$ cat config.mk
export PLATFORM = sky130hd
export DESIGN_NAME = wb_arbiter
export DESIGN_NICKNAME = d
export VERILOG_FILES = /design/src/rtl/wb_arbiter.sv
export SDC_FILE = /design/constraint.sdc
export NUM_CORES = 1
export LEC_CHECK = 0
export ABC_AREA = 0
export BUFFER_PORTS_ARGS = -buffer_cell sky130_fd_sc_hd__buf_2
export CORE_ASPECT_RATIO = 0.8
export CORE_MARGIN = 2
export CORE_UTILIZATION = 46
export CTS_BUF_LIST = sky130_fd_sc_hd__clkbuf_16
export DETAILED_ROUTE_END_ITERATION = 8
export PLACE_DENSITY = 0.77
export SLEW_MARGIN = 20
export SYNTH_ARGS = -nofsm -noshare
export SYNTH_HDL_FRONTEND = slang
export SYNTH_SLANG_ARGS = --single-unit
export TNS_END_PERCENT = 1
$ cat constraint.sdc
create_clock -name clk -period 2.2 [get_ports clk]
set_input_delay 0.11 -clock clk [delete_from_list [all_inputs] [get_ports clk]]
set_output_delay 0.11 -clock clk [all_outputs]
set_load 0.005 [all_outputs]
$ cat src/rtl/wb_arbiter.sv
// Writeback arbiter: round-robin between the ALU and load producers, formats load
// data, and drives the register-file write port from registered outputs.
module wb_arbiter #(
    parameter int XLEN  = 32,
    parameter int CNT_W = 32
) (
    input  logic             clk,
    input  logic             rst_n,
    input  logic             alu_valid,
    output logic             alu_ready,
    input  logic [4:0]       alu_rd,
    input  logic [XLEN-1:0]  alu_result,
    input  logic             ld_valid,
    output logic             ld_ready,
    input  logic [4:0]       ld_rd,
    input  logic [2:0]       ld_funct3,
    input  logic [1:0]       ld_addr_lo,
    input  logic [XLEN-1:0]  ld_word,
    output logic [4:0]       a3,
    output logic             we3,
    output logic [XLEN-1:0]  wd3,
    output logic             ld_err,
    output logic [CNT_W-1:0] wb_count
);

    logic             prio_q;
    logic [4:0]       a3_q;
    logic             we3_q;
    logic [XLEN-1:0]  wd3_q;
    logic             ld_err_q;
    logic [CNT_W-1:0] wb_count_q;

    logic             both_valid;
    logic             alu_fire;
    logic             ld_fire;
    logic [7:0]       ld_byte;
    logic [15:0]      ld_half;
    logic [XLEN-1:0]  ld_data;
    logic             ld_rsvd;

    // prio_q = 1 means the load path wins a tie.
    assign both_valid = alu_valid & ld_valid;
    assign alu_ready  = ~both_valid | ~prio_q;
    assign ld_ready   = ~both_valid | prio_q;
    assign alu_fire   = alu_valid & alu_ready;
    assign ld_fire    = ld_valid & ld_ready;

    assign ld_byte = ld_word[{ld_addr_lo, 3'b000} +: 8];
    assign ld_half = ld_word[{ld_addr_lo[1], 4'b0000} +: 16];

    always_comb begin
        ld_data = ld_word;
        ld_rsvd = 1'b0;
        case (ld_funct3)
            3'b000:  ld_data = {{(XLEN-8){ld_byte[7]}}, ld_byte};
            3'b100:  ld_data = {{(XLEN-8){1'b0}}, ld_byte};
            3'b001:  ld_data = {{(XLEN-16){ld_half[15]}}, ld_half};
            3'b101:  ld_data = {{(XLEN-16){1'b0}}, ld_half};
            3'b010:  ld_data = ld_word;
            default: ld_rsvd = 1'b1;
        endcase
    end

    always_ff @(posedge clk or negedge rst_n) begin
        if (!rst_n) begin
            prio_q     <= 1'b1;
            a3_q       <= '0;
            we3_q      <= 1'b0;
            wd3_q      <= '0;
            ld_err_q   <= 1'b0;
            wb_count_q <= '0;
        end else begin
            we3_q    <= 1'b0;
            ld_err_q <= 1'b0;
            if (alu_fire) begin
                a3_q   <= alu_rd;
                wd3_q  <= alu_result;
                we3_q  <= (alu_rd != 5'd0);
                prio_q <= 1'b1;
            end else if (ld_fire) begin
                a3_q     <= ld_rd;
                wd3_q    <= ld_data;
                we3_q    <= (ld_rd != 5'd0);
                ld_err_q <= ld_rsvd;
                prio_q   <= 1'b0;
            end
            if (we3_q) begin
                wb_count_q <= wb_count_q + CNT_W'(1);
            end
        end
    end

    assign a3       = a3_q;
    assign we3      = we3_q;
    assign wd3      = wd3_q;
    assign ld_err   = ld_err_q;
    assign wb_count = wb_count_q;

endmodule

== Word level (Yosys, flattened, before mapping) ==
Cells that the tools add are included.
Word-level totals
  input bits: 83
  bits in registers: 72
  output and inout bits: 73
  word-level logic and storage cells: 37
Operators by class
  shift operators: 2
  eq/ne operators: 4
  add/subtract/negate cells: 1
  multiplexer cells: 12
  bitwise operators: 7
  reductions and logical operators: 5
Operator list (count)
  case mux 32 bit (4 select lines): 1
  2-to-1 mux 32 bit: 2
  adder 32 x 1 -> 32 bit (second input constant): 1
  indexed part select 32 x 6 -> 16 bit: 1
  indexed part select 32 x 6 -> 8 bit: 1
  2-to-1 mux 5 bit: 2
  nonzero test 5 bit: 2
  2-to-1 mux 1 bit: 7
  == test 3 bit (second input constant): 2
  OR reduction 5 bit: 1
  bitwise AND 1 bit: 3
  == test 3 x 1 -> 1 bit (second input constant): 1
  == test 3 x 2 -> 1 bit (second input constant): 1
  logical NOT 3 bit: 1
  NOT 1 bit: 2
  bitwise OR 1 bit: 2
  nonzero test 2 bit: 1

== Longest topological paths before layout ==
Gate-level depths: netlist of the first run.
  depth in word-level cells: 6
  mapped depth: 7
  gate-level depth less buffers: 5

== Worst setup path after synthesis of the first run ==
OpenSTA, ideal clock, no wires.
  path kind: reg-to-reg
  from: reg prio_q
  to: reg wd3_q[7] (netlist: wd3[7])
  setup time: 136 ps
  period minus slack after synthesis: 1667 ps
  stages on the path, launching flop included: 8
  path buffers: 2
  setup slack: 533 ps
  data arrival time: 1531 ps
  data required time: 2064 ps
  path through: dfstp_2 -> nand2b_1 -> buf_2 -> and2_1 -> buf_2 -> o21ai_0 -> a2111oi_0 -> o21ai_0
On the way
  word-level cells in the longest chain between the ends: 4
  elaborated cells between the ends (all ways): 7
  classes of those cells: mux (1); bitwise (5); reduce/logical (1)
Ends and longest elaborated chain
  start: declaration: RTL line 26  | logic prio_q;
  start signal: assignment: RTL line 66  | prio_q <= 1'b1;
  start signal: assignment: RTL line 79  | prio_q <= 1'b1;
  start signal: assignment: RTL line 85  | prio_q <= 1'b0;
  NOT 1 bit: RTL line 43  | assign alu_ready = ~both_valid | ~prio_q;
  bitwise OR 1 bit: RTL line 43
  bitwise AND 1 bit: RTL line 45  | assign alu_fire = alu_valid & alu_ready;
  2-to-1 mux 32 bit / nonzero test 2 bit (equally long branches)
  end signal: assignment: RTL line 77  | wd3_q <= alu_result;
  end signal: assignment: RTL line 82  | wd3_q <= ld_data;
  end: declaration: RTL line 29  | logic [XLEN-1:0] wd3_q;
Parallel ways exist; a longest one is shown, timed or not.
A chain may end at the register's enable or synchronous reset.

== Final worst setup path of the first run ==
  from: reg prio_q
  to: reg wd3_q[1] (netlist: wd3[1])
Same word-level chain as after synthesis.

==> results of run 1 <==
cell usage after synthesis, types with 2 or more instances:
| cell | number |
|---|---|
| buf_2 | 8 |
| buf_1 | 3 |
| mux2i_1 | 4 |
| xnor2_1 | 26 |
| and2_1 | 5 |
| a221oi_1 | 7 |
| a221o_1 | 20 |
| nand2_1 | 56 |
| a221oi_2 | 4 |
| a21oi_1 | 21 |
| nor2_1 | 29 |
| xor2_1 | 5 |
| nand2b_1 | 2 |
| nand3_1 | 16 |
| nor2b_1 | 4 |
| a22oi_1 | 3 |
| dfrtp_1 | 71 |
| nand4_1 | 5 |
| and3_1 | 8 |
| mux2_2 | 8 |
| o21ai_0 | 22 |
| o22ai_1 | 9 |
| and4_1 | 2 |
| or4_1 | 2 |
| clkbuf_1 | 10 |
| a211oi_1 | 3 |
| nor3b_1 | 3 |
| nor3_1 | 2 |
| inv_1 | 13 |
power groups by stage:
stage	sequential [mW]	combinational [mW]	clock [mW]
4_1_cts	1.65	0.793	1.70
6_report	1.66	0.791	1.68
2_1_floorplan	1.66	0.384	0
3_3_place_gp	1.66	0.762	0
5_1_grt	1.68	0.870	1.77
3_5_place_dp	1.67	0.782	0
sequential cells by signal, summed over array words and instances, names as in the netlist:
register and cells:
prio_q 1, we3 1, wd3 32, wb_count 32, a3 5, ld_err 1
routing by layer:
metal | track usage | vias up | wire, um
met5 | 0 | - | 0
met4 | 0.0909 | 0 | 272
met3 | 0.0806 | 26 | 1020
met2 | 0.407 | 187 | 5190
met1 | 0.328 | 1787 | 4650
li1 | - | 1718 | -
through the flow:
stage,cell area [um^2],hold WS (ns),cells
2_1_floorplan,3760,-0.186,388
3_3_place_gp,4650,0.213,638
3_5_place_dp,4650,0.222,638
4_1_cts,5040,0.00215,659
5_1_grt,5040,0.00978,659
6_report,5040,0.00896,659
cells in the final DEF, fill, tap and decap left out, types with 7 or more instances in the layout:
cell,instances
a221o_1,20
nand2_1,56
nor2_1,29
xnor2_1,26
mux2_2,8
and3_1,8
buf_4,9
inv_1,14
o22ai_1,9
o21ai_0,22
a221oi_1,7
buf_2,155
nand3_1,16
a21oi_1,21
clkbuf_16,9
dfrtp_1,71
critical path: cells and delay by family (launching register included):
kind	cells	cell delay, ns
buffers and inverters	1	0.20
AO/OA/AOI/OAI	3	0.70
flip-flops	1	0.55
AND/OR/NAND/NOR	2	0.27
area by class of cell:
cell class / instances / area (um^2)
Inverter: 13 / 48.8
Multi-Input combinational cell: 280 / 1800
Tap cell: 108 / 135
Clock inverter: 7 / 119
Fill cell: 681 / 2900
Clock buffer: 9 / 225
Sequential cell: 72 / 1800
Timing Repair Buffer: 170 / 913
cell families after synthesis:
family,Yosys count,share of synthesized area
mux,13,0.0406
buf+inv,36,0.0416
fa+ha+maj,1,0.00333
flops,72,0.480
simple gates,138,0.173
xor+xnor,31,0.0722
compound gates,97,0.189
repair_timing:
action                                 in CTS  in global routing
setup endpoints to repair                   0                  0
endpoints found under the hold margin      37                  0
hold buffers                                5                  0
path summary, 6_finish.rpt:
path,from,to,slack (ns),cells after the start
hold / removal,alu_result[21],wd3[21]$_DFFE_PN0P_,0.009,2
hold reg to reg,wb_count[31]$_DFFE_PN0P_,wb_count[31]$_DFFE_PN0P_,0.46,1
max in group asynchronous,rst_n,ld_err$_DFF_PN0_,1.12,3
setup / recovery,prio_q$_DFFE_PN1P_,wd3[1]$_DFFE_PN0P_,0.36,6
min in group asynchronous,rst_n,wb_count[11]$_DFFE_PN0P_,0.39,2
setup reg to reg,prio_q$_DFFE_PN1P_,wd3[1]$_DFFE_PN0P_,0.36,6
==> results.json, run 1 <==
{
  "synth-edff-count": 0,
  "grt_max_degree": 36,
  "cts_sinks": 72,
  "ctsRootBufferMaster": "clkbuf_16",
  "cellLeakagePower_nw": 2.50,
  "synth_area_mm2": 0.00376,
  "drcViolationCount": 0,
  "path_max_fanout": 14,
  "slowest_delay_ns": 0.55,
  "cts_resized": 0,
  "place_hpwl_um": 8300,
  "synthesis.nets": 472,
  "initial_core_util": 0.473,
  "synth-seq-area-share": 0.480,
  "fin_setup_tns_ns": 0,
  "nNetsFinal": 630,
  "critPathLaunchType": "flip-flop",
  "dieWidth_um": 105,
  "cts_tree": "done",
  "p_sw_frac": 0.275,
  "io_pins": 156,
  "critPathRequiredTime_ns": 2.42,
  "wl_um": 11100,
  "area_growth_pct": 34.2,
  "first_pass_iters": 5,
  "status": "finished, final reports clean",
  "slew_viol_final": 0,
  "die-area_mm2": 0.00892,
  "gr-total-overflow": 0,
  "grt_use_total": 0.254,
  "combPwrFrac": 0.192,
  "clkTransAtPathRegs_ns": 0.06,
  "antennaDiodeCount": 0,
  "relSlewSlack": 0.493,
  "clockPowerShare": 0.407,
  "synth_top_area_cell": "dfrtp_1",
  "end_kind": "flip-flop",
  "hold_viol": 0,
  "yosysWarnings": 0,
  "final.setup_skew_ns": 0.00586,
  "holdCritPathClass": "in2reg",
  "yosys.cell_types.count": 46,
  "post_cts_buffers": 0,
  "die_y_um": 84.9,
  "drive_gt1_frac": 0.359,
  "p_sw_mw": 1.14,
  "critPathSlowestCell": "dfstp_2",
  "grt_pass1_vias": 3638,
  "seq_power_share": 0.401,
  "rows": 29,
  "drv_cap": 0,
  "fin_ws_ns": 0.362,
  "netlist.area_leader.share": 0.473,
  "vias_per_cell": 5.64,
  "ys_ff_latch": 72,
  "peakVddDrop_mv": 0.497,
  "finalCritPeriodShare": 0.836,
  "tightest_slew_ns": 0.760,
  "setup_viol": 0,
  "max_freq_mhz": 544,
  "utilization": 0.635,
  "dp_slack_ns": 0.383,
  "crit_type": "reg2reg",
  "grt_pass1_wl_um": 17800,
  "p_int_mw": 3.00,
  "rsz0062_at_grt": "no",
  "arrival_ns": 2.06,
  "clock_latency_ns": 0.33,
  "synthTopCellsByArea": "dfrtp_1, xnor2_1, nand2_1",
  "routabilityCongestion": 0.953,
  "antenna_found_initial": 0,
  "synth_cells": 388,
  "fp.coreArea_mm2": 0.00795,
  "synth_ff_type": "dfrtp_1",
  "cts.path.max_buffers": 2,
  "detail-route-antenna-nets": 0,
  "p_per_area_mw_per_mm2": 819,
  "synth_area_per_cell_um2": 9.69,
  "vias": 3718,
  "portBuffers": 155,
  "htreeDepth": 3,
  "cts_made_buffers": 9,
  "crit_chain": "nand2b_1, nand2_1, buf_4, a221oi_1, a21oi_1, a21o_1",
  "drt_iter0_drc": 220,
  "async_flop_share": 1.00,
  "power.total_mw": 4.13,
  "avgRoutedWirePerCell_um": 16.9,
  "min_period_ns": 1.84
}
No activity file was read; power rests on OpenSTA's default activity.
==> run 2: changes to the inputs <==
- ABC_AREA: 0 -> 1
- PLACE_DENSITY: 0.77 -> 0.78
- clock period: 2.2 -> 1.57 ns (I/O delays scaled with it)
==> results.json, run 2 <==
{
  "die-area_mm2": 0.0104,
  "finalCritPeriodShare": 0.961,
  "antennaDiodeCount": 0,
  "yosys.cell_types.count": 36,
  "p_sw_frac": 0.326,
  "die_y_um": 91.4,
  "hold_viol": 0,
  "dp.cells": 904,
  "critPathSlowestCell": "dfstp_2",
  "final.setup_skew_ns": 0.00583,
  "drive_gt1_frac": 0.303,
  "synth_top_area_cell": "dfrtp_1",
  "critPathRequiredTime_ns": 1.78,
  "synth-seq-area-share": 0.410,
  "rows": 31,
  "r2r_slack_ns": 0.06,
  "drcViolationCount": 9,
  "detail-route-antenna-nets": 0,
  "min-delay-start": "alu_result[5]",
  "portBuffers": 155,
  "multi_input_area_mm2": 0.00235,
  "ctsRootBufferMaster": "clkbuf_16",
  "path_max_fanout": 29,
  "holdCritPathClass": "in2reg",
  "end_kind": "flip-flop",
  "cts.path.max_buffers": 2,
  "cts_made_buffers": 9,
  "r2r-end": "wd3[9]$_DFFE_PN0P_",
  "cp_common_cell": "nand2_2",
  "critPathLaunchType": "flip-flop",
  "crit_start": "prio_q$_DFFE_PN1P_",
  "fillers": 780,
  "vias_per_cell": 5.26,
  "netlist.area_leader.share": 0.404,
  "relSlewSlack": 0.737,
  "dpl_cell_area_mm2": 0.00548,
  "p_per_area_mw_per_mm2": 940,
  "clkTransAtPathRegs_ns": 0.06,
  "synthTopCellsByArea": "dfrtp_1, nand2_1, nor2_1",
  "initial_core_util": 0.480,
  "p_sw_mw": 1.89,
  "slowest_delay_ns": 0.52,
  "place_hpwl_um": 10700,
  "synth-edff-count": 0,
  "grt_pass1_wl_um": 23800,
  "synthesis.nets": 710,
  "dieWidth_um": 113,
  "gr-total-overflow": 0,
  "rsz0062_at_grt": "yes",
  "violations": "design-rule violations",
  "postLayoutCellArea_mm2": 0.00614,
  "async_flop_share": 1.00,
  "drv_cap": 0,
  "synth_area_mm2": 0.00439,
  "synth_common_cells": "nand2_1, nor2_1, dfrtp_1, inv_1, nand3_1",
  "synth_area_per_cell_um2": 7.02,
  "routabilityCongestion": 0.898,
  "htreeDepth": 3,
  "arrival_ns": 1.72,
  "grt_max_degree": 73,
  "cts_sinks": 72,
  "cts_tree": "done",
  "slew_viol_final": 0,
  "first_pass_iters": 9,
  "crit_chain": "inv_1, nand3_1, nand2_2, nand2_2, inv_2, buf_12, a22oi_1, nand2_1",
  "r2r_cells": 8,
  "grt_pass1_vias": 4830,
  "nNetsFinal": 916,
  "final_cell_mix": "nand2_1, buf_2, dfrtp_1",
  "wl_um": 14700,
  "setup_viol": 0,
  "regArea_mm2": 0.00181,
  "synth_ff_type": "dfrtp_1",
  "clockPowerShare": 0.330,
  "whs_ns": 0.0189,
  "avgRoutedWirePerCell_um": 15.5,
  "ys_ff_latch": 72,
  "grt_use_total": 0.288,
  "crit_type": "reg2reg",
  "drt_iter0_drc": 472,
  "clock_latency_ns": 0.34,
  "synth_most_common_cell": "nand2_1",
  "r2r_start": "prio_q$_DFFE_PN1P_",
  "area_growth_pct": 39.8,
  "max_freq_mhz": 663,
  "cellLeakagePower_nw": 3.23,
  "min_period_ns": 1.51,
  "fp.coreArea_mm2": 0.00915,
  "stdcell_count": 952,
  "peakVddDrop_mv": 0.514,
  "fin_setup_tns_ns": 0,
  "seq_power_share": 0.395,
  "io_pins": 156,
  "antenna_found_initial": 0,
  "final_common_cell": "nand2_1",
  "p_int_mw": 3.89,
  "tightest_slew_ns": 0.394,
  "status": "complete, but fails checks",
  "synth_cells": 626,
  "yosysWarnings": 0,
  "combPwrFrac": 0.275,
  "endpoint": "wd3[9]$_DFFE_PN0P_",
  "vias": 5012
}
run 2: cell types whose count changed in the layout (fill, tap and decap cells not counted), sizes merged, moves of 8 or more:
cell	before	now
xnor2	26	6
nand2	56	247
dlygate4sd3	5	28
nor2	29	82
buf	165	189
a22oi	3	26
inv	16	51
nand3	16	44
and3	8	0
mux2	8	0
a221o	20	0
a221oi	11	0
run 2: worst min path at each step:
| stage | to | slack (ns) | cells past startpoint |
|---|---|---|---|
| 2_1_floorplan | a3[0]$_DFFE_PN0P_ | -0.22 | 0 |
| 3_3_place_gp | wd3[22]$_DFFE_PN0P_ | 0.13 | 2 |
| 3_5_place_dp | wd3[17]$_DFFE_PN0P_ | 0.14 | 2 |
| 4_1_cts | a3[4]$_DFFE_PN0P_ | 0.004 | 3 |
| 5_1_grt | wd3[9]$_DFFE_PN0P_ | 0.02 | 3 |
| 6_report | wd3[5]$_DFFE_PN0P_ | 0.02 | 3 |
run 2: cell type report:
cell class              count  share of cell area
multi-input cells         482               0.383
flip-flops and latches     72               0.294
repair buffers            217               0.224
clock buffers               9              0.0367
inverters                  50              0.0310
well taps                 115              0.0234
clock inverters             7             0.00774
run 2: kinds of logic (layout without fill, tap and decap cells):
family / Yosys count / in the layout / synth area share
DFF: 72 / 72 / 0.410
and+or+nand+nor: 394 / 394 / 0.385
buffers and inverters: 72 / 283 / 0.0692
adders and majority gates: 1 / 1 / 0.00285
AOI/OAI and AO/OA: 72 / 72 / 0.102
xor gates and xnor gates: 15 / 15 / 0.0299
run 2: power groups by stage:
stage,Sequential [mW],Clock (mW),Combinational (mW)
after floorplan,2.30,0,0.686
after global placement,2.28,0,1.39
after detailed placement,2.29,0,1.42
after CTS,2.26,1.94,1.49
after global routing,2.31,2.02,1.76
final,2.28,1.91,1.59
run 2: what timing repair did:
| action | CTS | global route |
|---|---|---|
| buffers inserted | 0 | 4 |
| pin swaps | 0 | 3 |
| endpoints found under the setup margin | 4 | 24 |
| gates resized for setup | 1 | 23 |
| endpoints found under the hold margin | 97 | 0 |
| hold buffers | 28 | 0 |
run 2: metal layers:
layer | share of wire | GRT usage | vias up
li1 | - | - | 2437
met1 | 0.45 | 0.406 | 2313
met2 | 0.45 | 0.452 | 246
met3 | 0.087 | 0.0607 | 16
met4 | 0.013 | 0.0752 | 0
met5 | 0 | 0 | -
run 2: stage by stage:
step,power [mW],worst slack [ns],util
2_1_floorplan,2.99,0.0814,-
5_1_grt,6.09,-0.0597,0.671
4_1_cts,5.69,0.0411,0.660
3_3_place_gp,3.67,0.0101,0.599
6_report,5.77,0.0613,0.671
3_5_place_dp,3.71,-0.0419,0.599
run 2: critical path: cells and delay by family (launching register included):
kind	cells	cell delay [ns]
flip-flops	1	0.52
buffers and inverters	3	0.25
AO/OA/AOI/OAI	1	0.19
AND/OR/NAND/NOR	4	0.40
